<file path="config.mk">
export PLATFORM = sky130hd
export DESIGN_NAME = sm83_fetch
export DESIGN_NICKNAME = d
export VERILOG_FILES = /design/src/rtl/sm83_fetch.sv
export SDC_FILE = /design/constraint.sdc
export NUM_CORES = 1
export LEC_CHECK = 0
export ABC_AREA = 1
export CORE_AREA = 5 5 99 101
export DETAILED_ROUTE_END_ITERATION = 10
export DIE_AREA = 0 0 104 106
export GPL_ROUTABILITY_DRIVEN = 0
export MAX_ROUTING_LAYER = met4
export PLACE_DENSITY = 0.81
export SYNTH_ARGS = -nofsm -noshare
export SYNTH_HDL_FRONTEND = slang
export SYNTH_SLANG_ARGS = --single-unit
</file>
<file path="constraint.sdc">
create_clock -name clk -period 3.4 [get_ports clk]
set_clock_uncertainty 0.05 [all_clocks]
set_input_delay 0.68 -clock clk [delete_from_list [all_inputs] [get_ports clk]]
set_output_delay 0.68 -clock clk [all_outputs]
set_load 0.1 [all_outputs]
</file>
<file path="src/rtl/sm83_fetch.sv">
// SM83 instruction fetch unit: reads opcode bytes one at a time, presents
// them to the decoder, handles the 0xCB prefix and assembles 8/16-bit
// immediates. Supports redirect (branch/interrupt) and halt/wake.
module sm83_fetch #(
    parameter logic [15:0] RESET_PC = 16'h0000
) (
    input  logic        clk,
    input  logic        rst,
    output logic        mem_req,
    output logic [15:0] mem_addr,
    input  logic        mem_ack,
    input  logic [7:0]  mem_rdata,
    output logic [7:0]  o_instr,
    output logic        o_is_instr16,
    output logic        o_instr_valid,
    input  logic        i_instr_ready,
    input  logic [1:0]  i_imm_cnt,
    output logic [15:0] o_imm16,
    output logic        o_imm_valid,
    output logic [15:0] o_pc,
    input  logic        i_redirect,
    input  logic [15:0] i_redirect_pc,
    input  logic        i_halt,
    input  logic        i_wake
);

    typedef enum logic [2:0] {
        FETCH_OP,
        PRESENT,
        FETCH_IMM_LO,
        FETCH_IMM_HI,
        HALTED
    } state_t;

    state_t      r_state, w_state_nx;
    logic [15:0] r_pc, w_pc_nx;
    logic        r_req, w_req_nx;
    logic [7:0]  r_instr, w_instr_nx;
    logic        r_is16, w_is16_nx;
    logic [15:0] r_opc, w_opc_nx;
    logic [15:0] r_imm16, w_imm16_nx;
    logic        r_imm_vld, w_imm_vld_nx;
    logic [7:0]  r_lo, w_lo_nx;
    logic        r_two, w_two_nx;
    logic        r_cb, w_cb_nx;
    logic        r_halt_pend, w_halt_pend_nx;
    logic        w_ack;

    // An ack only counts while our own request is up.
    assign w_ack = mem_ack & r_req;

    assign mem_req       = r_req;
    assign mem_addr      = r_pc;
    assign o_instr       = r_instr;
    assign o_is_instr16  = r_is16;
    assign o_instr_valid = (r_state == PRESENT);
    assign o_imm16       = r_imm16;
    assign o_imm_valid   = r_imm_vld;
    assign o_pc          = r_opc;

    // State and datapath registers.
    always_ff @(posedge clk or posedge rst) begin
        if (rst) begin
            r_state     <= FETCH_OP;
            r_pc        <= RESET_PC;
            r_req       <= 1'b0;
            r_instr     <= 8'h00;
            r_is16      <= 1'b0;
            r_opc       <= RESET_PC;
            r_imm16     <= 16'h0000;
            r_imm_vld   <= 1'b0;
            r_lo        <= 8'h00;
            r_two       <= 1'b0;
            r_cb        <= 1'b0;
            r_halt_pend <= 1'b0;
        end else begin
            r_state     <= w_state_nx;
            r_pc        <= w_pc_nx;
            r_req       <= w_req_nx;
            r_instr     <= w_instr_nx;
            r_is16      <= w_is16_nx;
            r_opc       <= w_opc_nx;
            r_imm16     <= w_imm16_nx;
            r_imm_vld   <= w_imm_vld_nx;
            r_lo        <= w_lo_nx;
            r_two       <= w_two_nx;
            r_cb        <= w_cb_nx;
            r_halt_pend <= w_halt_pend_nx;
        end
    end

    // Next-state and next-value logic; redirect overrides everything.
    always_comb begin
        w_state_nx     = r_state;
        w_pc_nx        = r_pc;
        w_instr_nx     = r_instr;
        w_is16_nx      = r_is16;
        w_opc_nx       = r_opc;
        w_imm16_nx     = r_imm16;
        w_imm_vld_nx   = 1'b0;
        w_lo_nx        = r_lo;
        w_two_nx       = r_two;
        w_cb_nx        = r_cb;
        w_halt_pend_nx = r_halt_pend;

        if (i_redirect) begin
            w_state_nx     = FETCH_OP;
            w_pc_nx        = i_redirect_pc;
            w_cb_nx        = 1'b0;
            w_halt_pend_nx = 1'b0;
        end else begin
            case (r_state)
                FETCH_OP: begin
                    if (w_ack) begin
                        if (i_halt || r_halt_pend) begin
                            // Halt requested mid-access: drop the byte, keep PC.
                            w_state_nx     = HALTED;
                            w_halt_pend_nx = 1'b0;
                        end else begin
                            w_instr_nx = mem_rdata;
                            w_is16_nx  = r_cb;
                            w_opc_nx   = r_pc;
                            w_pc_nx    = r_pc + 16'd1;
                            w_state_nx = PRESENT;
                        end
                    end else if (i_halt) begin
                        if (r_req) w_halt_pend_nx = 1'b1;
                        else       w_state_nx     = HALTED;
                    end
                end
                PRESENT: begin
                    if (i_instr_ready) begin
                        if (r_is16)                w_cb_nx = 1'b0;
                        else if (r_instr == 8'hCB) w_cb_nx = 1'b1;
                    end
                    if (i_halt) begin
                        // An unaccepted byte is rewound so wake re-presents it.
                        w_state_nx = HALTED;
                        if (!i_instr_ready) w_pc_nx = r_opc;
                    end else if (i_instr_ready) begin
                        if (!r_is16 && r_instr != 8'hCB && i_imm_cnt != 2'd0) begin
                            w_state_nx = FETCH_IMM_LO;
                            w_two_nx   = i_imm_cnt[1];
                        end else begin
                            w_state_nx = FETCH_OP;
                        end
                    end
                end
                FETCH_IMM_LO: begin
                    if (i_halt) begin
                        w_state_nx = HALTED;
                    end else if (w_ack) begin
                        w_lo_nx = mem_rdata;
                        w_pc_nx = r_pc + 16'd1;
                        if (r_two) begin
                            w_state_nx = FETCH_IMM_HI;
                        end else begin
                            w_imm16_nx   = {8'h00, mem_rdata};
                            w_imm_vld_nx = 1'b1;
                            w_state_nx   = FETCH_OP;
                        end
                    end
                end
                FETCH_IMM_HI: begin
                    if (i_halt) begin
                        w_state_nx = HALTED;
                    end else if (w_ack) begin
                        w_imm16_nx   = {mem_rdata, r_lo};
                        w_imm_vld_nx = 1'b1;
                        w_pc_nx      = r_pc + 16'd1;
                        w_state_nx   = FETCH_OP;
                    end
                end
                HALTED: begin
                    if (i_wake && !i_halt) w_state_nx = FETCH_OP;
                end
                default: w_state_nx = FETCH_OP;
            endcase
        end

        // Request is up in every fetch state except the cycle right after an
        // ack or a redirect, which gives the one-cycle drop between accesses.
        w_req_nx = !i_redirect && !w_ack &&
                   (w_state_nx == FETCH_OP || w_state_nx == FETCH_IMM_LO ||
                    w_state_nx == FETCH_IMM_HI);
    end

endmodule
</file>
# --- Yosys cells after proc, flatten, opt, wreduce, memory -nomap -nowiden ---
# Index checks and enable logic that the tools add are counted.
op_classes:
  n_shift: 0
  reduce_logical: 31
  n_lt_le_gt_ge: 0
  mux: 47
  eq_ne: 20
  n_div: 0
  n_addsub: 1
  mul: 0
  bitwise_logic: 4
op_table:
  columns: ["operator", "count"]
  rows:
  - ["$mux W16", 12]
  - ["$pmux W16 S3", 1]
  - ["$mux W3", 12]
  - ["$pmux W16 S2", 1]
  - ["$mux W1", 17]
  - ["$add A16 B1 Y16 const B", 1]
  - ["$pmux W3 S5", 1]
  - ["$reduce_and A7 Y1", 2]
  - ["$eq A3 B2 Y1 const B", 4]
  - ["$reduce_and A4 Y1", 3]
  - ["$ne A2 B2 Y1 const B", 5]
  - ["$reduce_bool A2 Y1", 5]
  - ["$ne A3 B3 Y1 const B", 3]
  - ["$reduce_bool A3 Y1", 3]
  - ["$eq A8 B8 Y1 const B", 1]
  - ["$ne A8 B8 Y1 const B", 1]
  - ["$logic_not A3 Y1", 2]
  - ["$ne A3 B1 Y1 const B", 2]
  - ["$ne A3 B2 Y1 const B", 2]
  - ["$logic_and A1 B1 Y1", 5]
  - ["$reduce_and A5 Y1", 1]
  - ["$logic_not A1 Y1", 4]
  - ["$mux W2", 2]
  - ["$reduce_bool A4 Y1", 1]
  - ["8 further kinds", 12]
word_totals:
  inputBits: 33
  output_inout_bits: 60
  mem_count: 0
  ff_bits: 73
  wordCells: 115
  latch_bits: 0
  romBits: 0
  mem_bits_rw: 0

# --- Logic depth before layout (Yosys ltp) ---
# Gate-level depths: netlist of run 1.
logic_depth:
  depth_word: 12
  ltp_mapped: 11
  ltp_nobuf: 11

# --- Least setup slack after synthesis of run 1 ---
# Ideal clock, no wire load.
synth_path:
  kind: "register -> register"
  startpoint: "register r_pc[1] (netlist: mem_addr[1])"
  endpoint: "register r_pc[14] (netlist: mem_addr[14])"
  setup_slack_ps: 1163
  setup_ps: 120
  t_required_ps: 3230
  t_arrival_ps: 2067
  stages_incl_launch_ff: 11
  period_less_slack_ps: 2237
  n_path_buf: 0
  cell_sequence: "dfrtp_1 ha_1 nand2_1 nor2_2 nand2_1 o21ai_1 nand2_1 nand2_1 nand2_1 nand2_1 nand2_1"
synth_between:
  elab_chain_len: 5
  word_cells_on_any_way: 7
  cone_classes: "add/sub: 1; mux: 6"
synth_rtl:
  columns: ["item", "line_no", "rtl"]
  rows:
  - ["start: declaration", "36", "logic [15:0] r_pc, w_pc_nx;"]
  - ["start signal: assignment", "78", "r_pc <= w_pc_nx;"]
  - ["$add A16 B1 Y16 *", "123, 154, 170", null]
  - ["$mux W16, on equally long branches", "152, 167, 115", null]
  - ["$mux W16, on equally long branches", "150, 114", null]
  - ["$pmux W16 S3 *", "112", "case (r_state)"]
  - ["$mux W16 *", "106", "if (i_redirect) begin"]
# Mark *: on every way between the ends. The rest lies on a longest branch, timed or not. The select of a mux whose other input is x is not followed.
# A chain may end at the register's enable or synchronous reset.

# --- Worst setup path after layout of run 1 ---
layout_path:
  startpoint: "input port i_redirect"
  endpoint: "register r_is16 (netlist: o_is_instr16)"
layout_between:
  elab_chain_len: 2
layout_rtl:
  columns: ["item", "line_no", "rtl"]
  rows:
  - ["start: declaration", "21", "input logic i_redirect,"]
  - ["$not A1 Y1 (no source line)", null, null]
  - ["$reduce_and A4 Y1 (no source line)", null, null]
  - ["end signal: assignment", "81", "r_is16 <= w_is16_nx;"]
  - ["end: declaration", "39", "logic r_is16, w_is16_nx;"]
# Every way passes these cells.

==> summary.txt, run 1 <==
Global route
  • Largest net degree at the start of global routing: 42
  • First-pass GRT wire length: 17900 um
  • Total GRT Usage: 20.3%
  • Initial antenna violation count: 0
  • Number of global-route vias before repair: 3614
  • Global route overflow: 0

Timing
  • Max Slew Vio Count: 0
  • Max Fclk: 411 MHz
  • Final hold vios: 0
  • Max-slew headroom: 51.4%
  • RSZ-0062 raised after global routing: false
  • Setup TNS: 0 ns
  • Period utilization: 71.6%
  • Slew @ Worst Pin: 0.728 ns
  • Minimum clock period: 2.44 ns
  • Setup-failing EPs final: 0

Clocking
  • Clock-pin slew on the worst setup and hold paths: 0.08 ns
  • H-tree depth: 3
  • TritonCTS clock tree: built
  • CTS Hold Bufs: 0
  • Num CTS Buffers: 9
  • Post_cts resized: 0
  • CTS Sinks: 73
  • Latest clock arrival within the worst-skew pair: 0.36 ns
  • CTS root buf: clkbuf_8
  • Postcts setup bufs: 0
  • Max Root-Sink Buffers: 2

Synth
  • Synthesized flop and latch total: 73
  • Area contributors post-synth: dfrtp_1 (48%), nand2_1 (16%), o21ai_0 (6.1%)
  • Syn. warnings: 0
  • Synthesized area: 3830 sq um
  • Synth cell types: 30
  • Yosys top cell area share: 47.7%
  • Cells after synthesis: 502
  • Syn nets: 536
  • Syn avg cell area: 7.63 sq um
  • Register area share after synthesis: 47.7%
  • Synth area leader: dfrtp_1

Finish
  • Share of cells above drive strength 1: 18.7%
  • # diodes: 0
  • Fillers: 838
  • Area Overhead vs Synth: 26.8%
  • Final nets: 624

Worst setup path
  • Crit path arrival time: 2.62 ns
  • CP Launch Type: input port
  • Type of the worst setup path: input port to flop
  • Worst Reg2Reg Path Length in Cells: 7
  • Startpoint of the worst register-to-register path: r_state[0]$_DFF_PP0_
  • Critical-path cell list: clkdlybuf4s50_1 -> inv_4 -> nand3_4 -> inv_2 -> nand3_2 -> buf_4 -> nor2_1 -> a21oi_1
  • Critical path's slowest cell: clkdlybuf4s50_1
  • Reg2reg setup slack: 1.44 ns
  • WP data required: 3.58 ns
  • Crit path largest cell delay: 0.46 ns
  • RR Endpoint: o_is_instr16$_DFFE_PP0P_
  • Largest fanout on the critical path: 26
  • Critical path capture point type: flop

Placement
  • Hpwl dp: 7680 um
  • Input/output buffers: 92

Detailed routing
  • Detailed Route Iter0 Violations: 221
  • DR DRC count: 0
  • Final wirelength: 10600 um
  • DR vias/cell: 5.23
  • First-pass detailed-route iteration total: 5
  • Per-cell routed wire length: 15.0 um
  • Post-route ant nets: 0
  • Vias post-DR: 3695

Min path
  • Worst hold path class: flop to flop
  • Hold Path Origin: r_lo[6]$_DFFE_PP0P_
  • Worst hold path depth: 2
  • Hold EP: r_lo[6]$_DFFE_PP0P_

Run
  • Max Cap Viol: 0

Outcome
  • Outcome: complete, no violations

Power
  • Peak supply drop: 0.367 mV
  • Leakage dissipation: 2.50 nW
  • Pwr Density: 750 nW/um^2
  • Power Total: 3.64 mW

Die
  • Die area: 11000 sq um
  • Die Y: 106 um
  • Top Ports: 93
  • Row count: 35
  • Initial Util: 42.9%
  • Width of the chip: 104 um
  • Core area: 8930 sq um
cell usage after synthesis:
library cell / count
a21oi_1: 20
a31oi_1: 10
buf_2: 4
buf_4: 4
buf_6: 7
clkbuf_1: 5
clkinv_2: 1
dfrtp_1: 73
ha_1: 1
inv_1: 37
inv_2: 7
inv_4: 1
mux2_4: 1
nand2_1: 164
nand2_2: 1
nand2_4: 1
nand3_1: 33
nand3_2: 5
nand3_4: 1
nand4_1: 5
nor2_1: 44
nor2_2: 1
nor2_4: 2
nor3_1: 2
o211ai_1: 3
o21ai_0: 47
o21ai_1: 12
o21ai_2: 1
or2_2: 7
xor2_1: 2
worst max-delay path, delay by kind of cell:
kind                   cells  cell delay, ns
AOI/OAI and AO/OA          1            0.05
buffers and inverters      4            1.20
and+or+nand+nor            3            0.68
power breakdown:
group          internal, mW  switching [mW]
Clock                 0.345           0.351
Sequential             1.02           0.172
Combinational         0.353            1.40
worst max-delay path by stage:
stage | end | from | slack (ns)
floorplan | mem_addr[0]$_DFFE_PP0P_ | rst | 0.82
global placement | o_is_instr16$_DFFE_PP0P_ | i_redirect | 0.68
detailed placement | o_instr[0]$_DFFE_PP0P_ | i_redirect | 0.62
CTS | o_instr[4]$_DFFE_PP0P_ | i_redirect | 1.0
global route | o_instr[6]$_DFFE_PP0P_ | i_redirect | 0.80
finish | o_is_instr16$_DFFE_PP0P_ | i_redirect | 0.96
cell type report:
type / instances / area [sq um] / share of cell area [%]
flip-flops and latches: 73 / 1830 / 37.6
multi-input cells: 363 / 1680 / 34.6
repair buffers: 97 / 833 / 17.2
inverters: 46 / 176 / 3.63
well taps: 111 / 139 / 2.86
clock buffers: 9 / 124 / 2.55
clock inverters: 7 / 77.6 / 1.60
flip-flops by register name, summed over array words and instances, names as in the netlist:
| signal | count |
|---|---|
| mem_addr | 16 |
| o_imm16 | 16 |
| o_pc | 16 |
| o_instr | 8 |
| r_lo | 8 |
| r_state | 3 |
| mem_req | 1 |
| o_imm_valid | 1 |
| o_is_instr16 | 1 |
| r_cb | 1 |
| r_halt_pend | 1 |
| r_two | 1 |
stage by stage:
step / instances / hold slack [ns] / cell area (sq um) / utilization (%) / worst slack [ns]
3_3_place_gp: 690 / 0.423 / 4650 / 52.1 / 0.675
4_1_cts: 706 / 0.449 / 4860 / 54.4 / 0.996
5_1_grt: 706 / 0.473 / 4860 / 54.4 / 0.804
2_1_floorplan: 502 / 0.403 / 3830 / - / 0.817
6_report: 706 / 0.443 / 4860 / 54.4 / 0.965
3_5_place_dp: 690 / 0.423 / 4650 / 52.1 / 0.619
placed cells by master (no fill, tap or decap), types with 3 or more instances in the layout:
cell             count
nand2_1            164
clkbuf_8             9
or2_2                7
nand4_1              5
o21ai_0             47
nand3_1             33
o21ai_1             12
inv_2                8
clkdlybuf4s50_1     32
buf_4               63
nand3_2              5
a21oi_1             20
inv_1               36
dfrtp_1             73
nor2_1              44
a31oi_1             10
o211ai_1             3
per-layer routing:
layer / part of all wire (%) / track usage, %
met5: 0 / -
met4: 2.0 / 5.92
met3: 6.5 / 5.22
met2: 48 / 32.4
met1: 44 / 25.7
kinds of logic (layout without fill, tap and decap cells):
group                    count (synthesis)  after routing  share of synthesized area, %
AND/OR/NAND/NOR                        266            266                          29.9
XOR/XNOR                                 2              2                         0.457
flip-flops                              73             73                          47.7
buffers and inverters                   66            159                          8.46
adder cells (fa/ha/maj)                  1              1                         0.327
AO/OA/AOI/OAI                           93             93                          12.8
multiplexers                             1              1                         0.392
Power figures use the tool's default switching activity.
==> inputs of run 2 (changes only) <==
clock period = 2.3 ns   (was 3.4 ns; I/O delays follow)
==> run 2 against run 1 <==
Net effect:
- global-route usage is 0.48 points lower
- worst setup slack worse by 0.64 ns
- sequential cell count stayed put
- highest routed layer unchanged
==> summary.txt, run 2 (synthesis results as in run 1) <==
Global route
  • Total GRT Usage: 19.8%
  • Largest net degree at the start of global routing: 74
  • Global route overflow: 0
  • Initial antenna violation count: 0
  • First-pass GRT wire length: 17500 um
  • Number of global-route vias before repair: 3615

Clocking
  • Max Root-Sink Buffers: 2
  • Num CTS Buffers: 9
  • H-tree depth: 3
  • Postcts setup bufs: 0
  • CTS root buf: clkbuf_8
  • Post_cts resized: 0
  • CTS Hold Bufs: 0
  • Clock-pin slew on the worst setup and hold paths: 0.08 ns
  • Latest clock arrival within the worst-skew pair: 0.36 ns
  • CTS Sinks: 73
  • TritonCTS clock tree: built

Die
  • Width of the chip: 104 um
  • Die Y: 106 um
  • Initial Util: 42.9%
  • Die area: 11000 sq um
  • Row count: 35
  • Top Ports: 93
  • Core area: 8930 sq um

Timing
  • Minimum clock period: 1.98 ns
  • Max Slew Vio Count: 0
  • Setup-failing EPs final: 0
  • Max-slew headroom: 70.9%
  • Max Fclk: 506 MHz
  • Final hold vios: 0
  • RSZ-0062 raised after global routing: false
  • Setup TNS: 0 ns
  • Period utilization: 86.0%
  • Slew @ Worst Pin: 0.435 ns
  • Hold slack: 0.452 ns

Detailed routing
  • Detailed Route Iter0 Violations: 223
  • DR DRC count: 0
  • Vias post-DR: 3772
  • Post-route ant nets: 0
  • Final wirelength: 10600 um
  • DR vias/cell: 5.31
  • Per-cell routed wire length: 14.8 um
  • First-pass detailed-route iteration total: 5

Worst setup path
  • Buffer and inverter count on the worst path: 3
  • Crit path largest cell delay: 0.45 ns
  • CP Launch Type: flop
  • Crit path arrival time: 1.47 ns
  • Type of the worst setup path: flop to output pin
  • Critical path's slowest cell: dfrtp_1
  • Critical-path cell list: inv_2 -> nand3_1 -> inv_1 -> buf_12
  • CP top delay family: buffers and inverters
  • Largest fanout on the critical path: 7
  • Critical path capture point type: output pin
  • WP data required: 1.79 ns

Finish
  • Final nets: 629
  • Most frequent cells in the layout: nand2_1 (164), dfrtp_1 (73), buf_4 (67)
  • Non-Filler Instances: 711
  • Commonest non-fill, non-tap cell in the layout: nand2_1
  • Share of cells above drive strength 1: 19.3%
  • Area Overhead vs Synth: 29.0%
  • # diodes: 0

Power
  • Peak supply drop: 0.404 mV
  • Leakage dissipation: 2.54 nW
  • Pwr Density: 1120 nW/um^2

Min path
  • Worst hold path class: flop to flop

Outcome
  • Outcome: complete, no violations

Placement
  • Placed Cells: 695
  • Hpwl dp: 7700 um
  • Input/output buffers: 92

Run
  • Max Cap Viol: 0
## run 2: per-layer routing
| layer | GRT usage, % | wire length (um) | up-vias | share of wire [%] |
|---|---|---|---|---|
| li1 | - | - | 1804 | - |
| met5 | - | 0 | - | 0 |
| met4 | 6.11 | 199 | 0 | 1.9 |
| met3 | 5.77 | 827 | 24 | 7.8 |
| met1 | 24.3 | 4440 | 1790 | 42 |
| met2 | 31.9 | 5090 | 154 | 48 |
## run 2: final cells by class
class                      instances  area (sq um)
timing repair buffer             102           883
sequential                        73          1830
clock buffer                       9           124
clock inverter                     7           109
tap                              111           139
inverter                          46           180
multi-input combinational        363          1680
fill                             836          3990
## run 2: worst min-delay path, cell delays in order (launching register included)
cell and delay (ns):
dfrtp_1 0.36, nand2_1 0.05, o21ai_0 0.06
## run 2: final timing paths
kind | from | to | slack [ns] | cells after the start
max reg2reg | r_state[0]$_DFF_PP0_ | mem_addr[3]$_DFFE_PP0P_ | 0.52 | 9
min reg2reg | r_lo[2]$_DFFE_PP0P_ | r_lo[2]$_DFFE_PP0P_ | 0.45 | 2
min | r_lo[2]$_DFFE_PP0P_ | r_lo[2]$_DFFE_PP0P_ | 0.45 | 2
max in group asynchronous | rst | mem_addr[13]$_DFFE_PP0P_ | 1.40 | 3
min in group asynchronous | rst | mem_addr[1]$_DFFE_PP0P_ | 0.50 | 3
max | r_state[2]$_DFF_PP0_ | o_instr_valid | 0.32 | 4
## run 2: report_power, final
| group | internal, mW | leakage (nW) | switching (mW) | total [mW] |
|---|---|---|---|---|
| clock network | 0.635 | 0.118 | 0.550 | 1.19 |
| registers | 1.50 | 0.951 | 0.252 | 1.75 |
| logic | 0.525 | 1.47 | 2.07 | 2.59 |
| total | 2.66 | 2.54 | 2.87 | 5.53 |
## run 2: per-stage QoR
stage | total power [mW] | util [%] | area [sq um] | worst slack [ns]
5_1_grt | 5.76 | 55.3 | 4940 | 0.247
4_1_cts | 5.56 | 55.3 | 4940 | 0.319
2_1_floorplan | 3.76 | - | 3830 | 0.0626
3_5_place_dp | 4.38 | 52.7 | 4710 | 0.134
6_report | 5.53 | 55.3 | 4940 | 0.323
3_3_place_gp | 4.35 | 52.7 | 4710 | 0.210
==> inputs of run 3 (changes only) <==
CAP_MARGIN = 15   (was not set)
CTS_BUF_LIST = sky130_fd_sc_hd__clkbuf_2   (was not set)
==> run 3 against run 2 <==
Net effect:
- critical path depth unchanged
- combinational power about the same
- fmax shrank 8.6%
- register-to-register slack better by 0.04 ns
- worst setup slack worse by 0.19 ns
- critical endpoint unchanged
==> summary.txt, run 3 (synthesis results as in run 1) <==
Outcome
  • Outcome: complete, no violations

Worst setup path
  • Buffer and inverter count on the worst path: 3
  • Critical path capture point type: output pin
  • Worst Reg2Reg Path Length in Cells: 10
  • CP top delay family: buffers and inverters
  • Largest fanout on the critical path: 10
  • RR Endpoint: mem_addr[14]$_DFFE_PP0P_
  • Startpoint of the worst register-to-register path: mem_addr[1]$_DFFE_PP0P_
  • WP data required: 1.79 ns
  • Type of the worst setup path: flop to output pin
  • Critical path's slowest cell: dfrtp_1
  • CP Launch Type: flop
  • Reg2reg setup slack: 0.56 ns
  • Critical-path cell list: inv_2 -> nand3_1 -> inv_1 -> buf_12
  • Crit path largest cell delay: 0.45 ns
  • Crit path arrival time: 1.65 ns

Timing
  • Period utilization: 94.1%
  • Setup-failing EPs final: 0
  • RSZ-0062 raised after global routing: false
  • Max Fclk: 462 MHz
  • Final hold vios: 0
  • Hold slack: 0.291 ns
  • Minimum clock period: 2.16 ns
  • Setup TNS: 0 ns
  • Fin worst setup slack: 0.136 ns
  • Max-slew headroom: 69.6%
  • Slew @ Worst Pin: 0.455 ns
  • Max Slew Vio Count: 0

Detailed routing
  • DR DRC count: 0
  • DR vias/cell: 5.30
  • Post-route ant nets: 0
  • Detailed Route Iter0 Violations: 177
  • First-pass detailed-route iteration total: 6
  • Final wirelength: 10500 um
  • Per-cell routed wire length: 14.7 um
  • Vias post-DR: 3765

Power
  • Pwr Density: 1080 nW/um^2
  • Leakage dissipation: 2.52 nW
  • Peak supply drop: 0.393 mV
  • Combinational share of power: 49.3%
  • Internal power: 2.41 mW
  • Net Sw Frac: 54.1%
  • Seq pwr share: 33.4%
  • Power Total: 5.26 mW
  • Psw: 2.84 mW
  • Part of the power in the clock network: 17.3%

Clocking
  • Post_cts resized: 0
  • Num CTS Buffers: 9
  • CTS Sinks: 73
  • TritonCTS clock tree: built
  • Postcts setup bufs: 0
  • Latest clock arrival within the worst-skew pair: 0.53 ns
  • Max Root-Sink Buffers: 2
  • H-tree depth: 3
  • Clock-pin slew on the worst setup and hold paths: 0.24 ns
  • CTS Hold Bufs: 0
  • CTS root buf: clkbuf_2

Run
  • Max Cap Viol: 0

Finish
  • Share of cells above drive strength 1: 19.5%
  • Most frequent cells in the layout: nand2_1 (164), dfrtp_1 (72), buf_4 (67)
  • Area Overhead vs Synth: 27.0%
  • Non-Filler Instances: 711
  • # diodes: 0
  • Final nets: 629
  • Post-route cell area: 4860 sq um
  • Commonest non-fill, non-tap cell in the layout: nand2_1
  • Fillers: 844
  • Post-layout util: 54.4%

Placement
  • Input/output buffers: 92
  • Pre-CTS setup slack: 0.134 ns
  • Placed Cells: 695
  • Hpwl dp: 7700 um
  • DP Area: 4710 sq um

Die
  • Core area: 8930 sq um
  • Top Ports: 93
  • Row count: 35
  • Width of the chip: 104 um
  • Initial Util: 42.9%
  • Die area: 11000 sq um
  • Die Y: 106 um

Global route
  • Initial antenna violation count: 0
  • Global route overflow: 0
  • Total GRT Usage: 19.6%
  • Number of global-route vias before repair: 3629
  • Largest net degree at the start of global routing: 74
  • First-pass GRT wire length: 17300 um

Min path
  • Worst hold path class: input port to async pin
run 3: how the worst max path moves through the flow:
| stage | startpoint | to | slack, ns | depth (start not counted) |
|---|---|---|---|---|
| after floorplan | mem_addr[1]$_DFFE_PP0P_ | mem_addr[14]$_DFFE_PP0P_ | 0.06 | 10 |
| final | r_state[1]$_DFF_PP0_ | o_instr_valid | 0.14 | 4 |
| after detailed placement | mem_ack | mem_addr[3]$_DFFE_PP0P_ | 0.13 | 10 |
| after global routing | r_state[2]$_DFF_PP0_ | o_instr_valid | 0.02 | 4 |
| after CTS | r_state[0]$_DFF_PP0_ | o_instr_valid | 0.09 | 3 |
| after global placement | mem_ack | mem_addr[14]$_DFFE_PP0P_ | 0.21 | 10 |
run 3: final cells by class:
type,count,area [sq um],area share [%]
timing repair buffer,102,883,18.2
multi-input combinational,363,1680,34.5
clock inverter,7,109,2.24
sequential,73,1830,37.6
tap,111,139,2.86
clock buffer,9,45.0,0.926
inverter,46,180,3.70
run 3: power by group through the flow:
stage	registers, mW	logic [mW]	clock network [mW]
global route	1.79	2.72	0.983
detailed placement	1.77	2.61	0
global placement	1.77	2.58	0
finish	1.75	2.59	0.909
CTS	1.75	2.61	0.926
floorplan	3.28	0.475	0
run 3: per-layer routing:
| metal | global-route usage [%] | vias up | share of wire [%] |
|---|---|---|---|
| met5 | - | - | 0 |
| met4 | 5.27 | 0 | 1.1 |
| met3 | 6.25 | 12 | 8.7 |
| met2 | 32.0 | 161 | 48 |
| met1 | 23.7 | 1785 | 42 |
| li1 | - | 1807 | - |
run 3: worst register-to-register path: stages (launching register included):
cell and delay, ns:
dfrtp_1 0.48, ha_1 0.19, nand2_1 0.12, nor2_2 0.26, nand2_1 0.14, o21ai_1 0.15
nand2_1 0.06, nand2_1 0.06, nand2_1 0.05, nand2_1 0.05, nand2_1 0.05
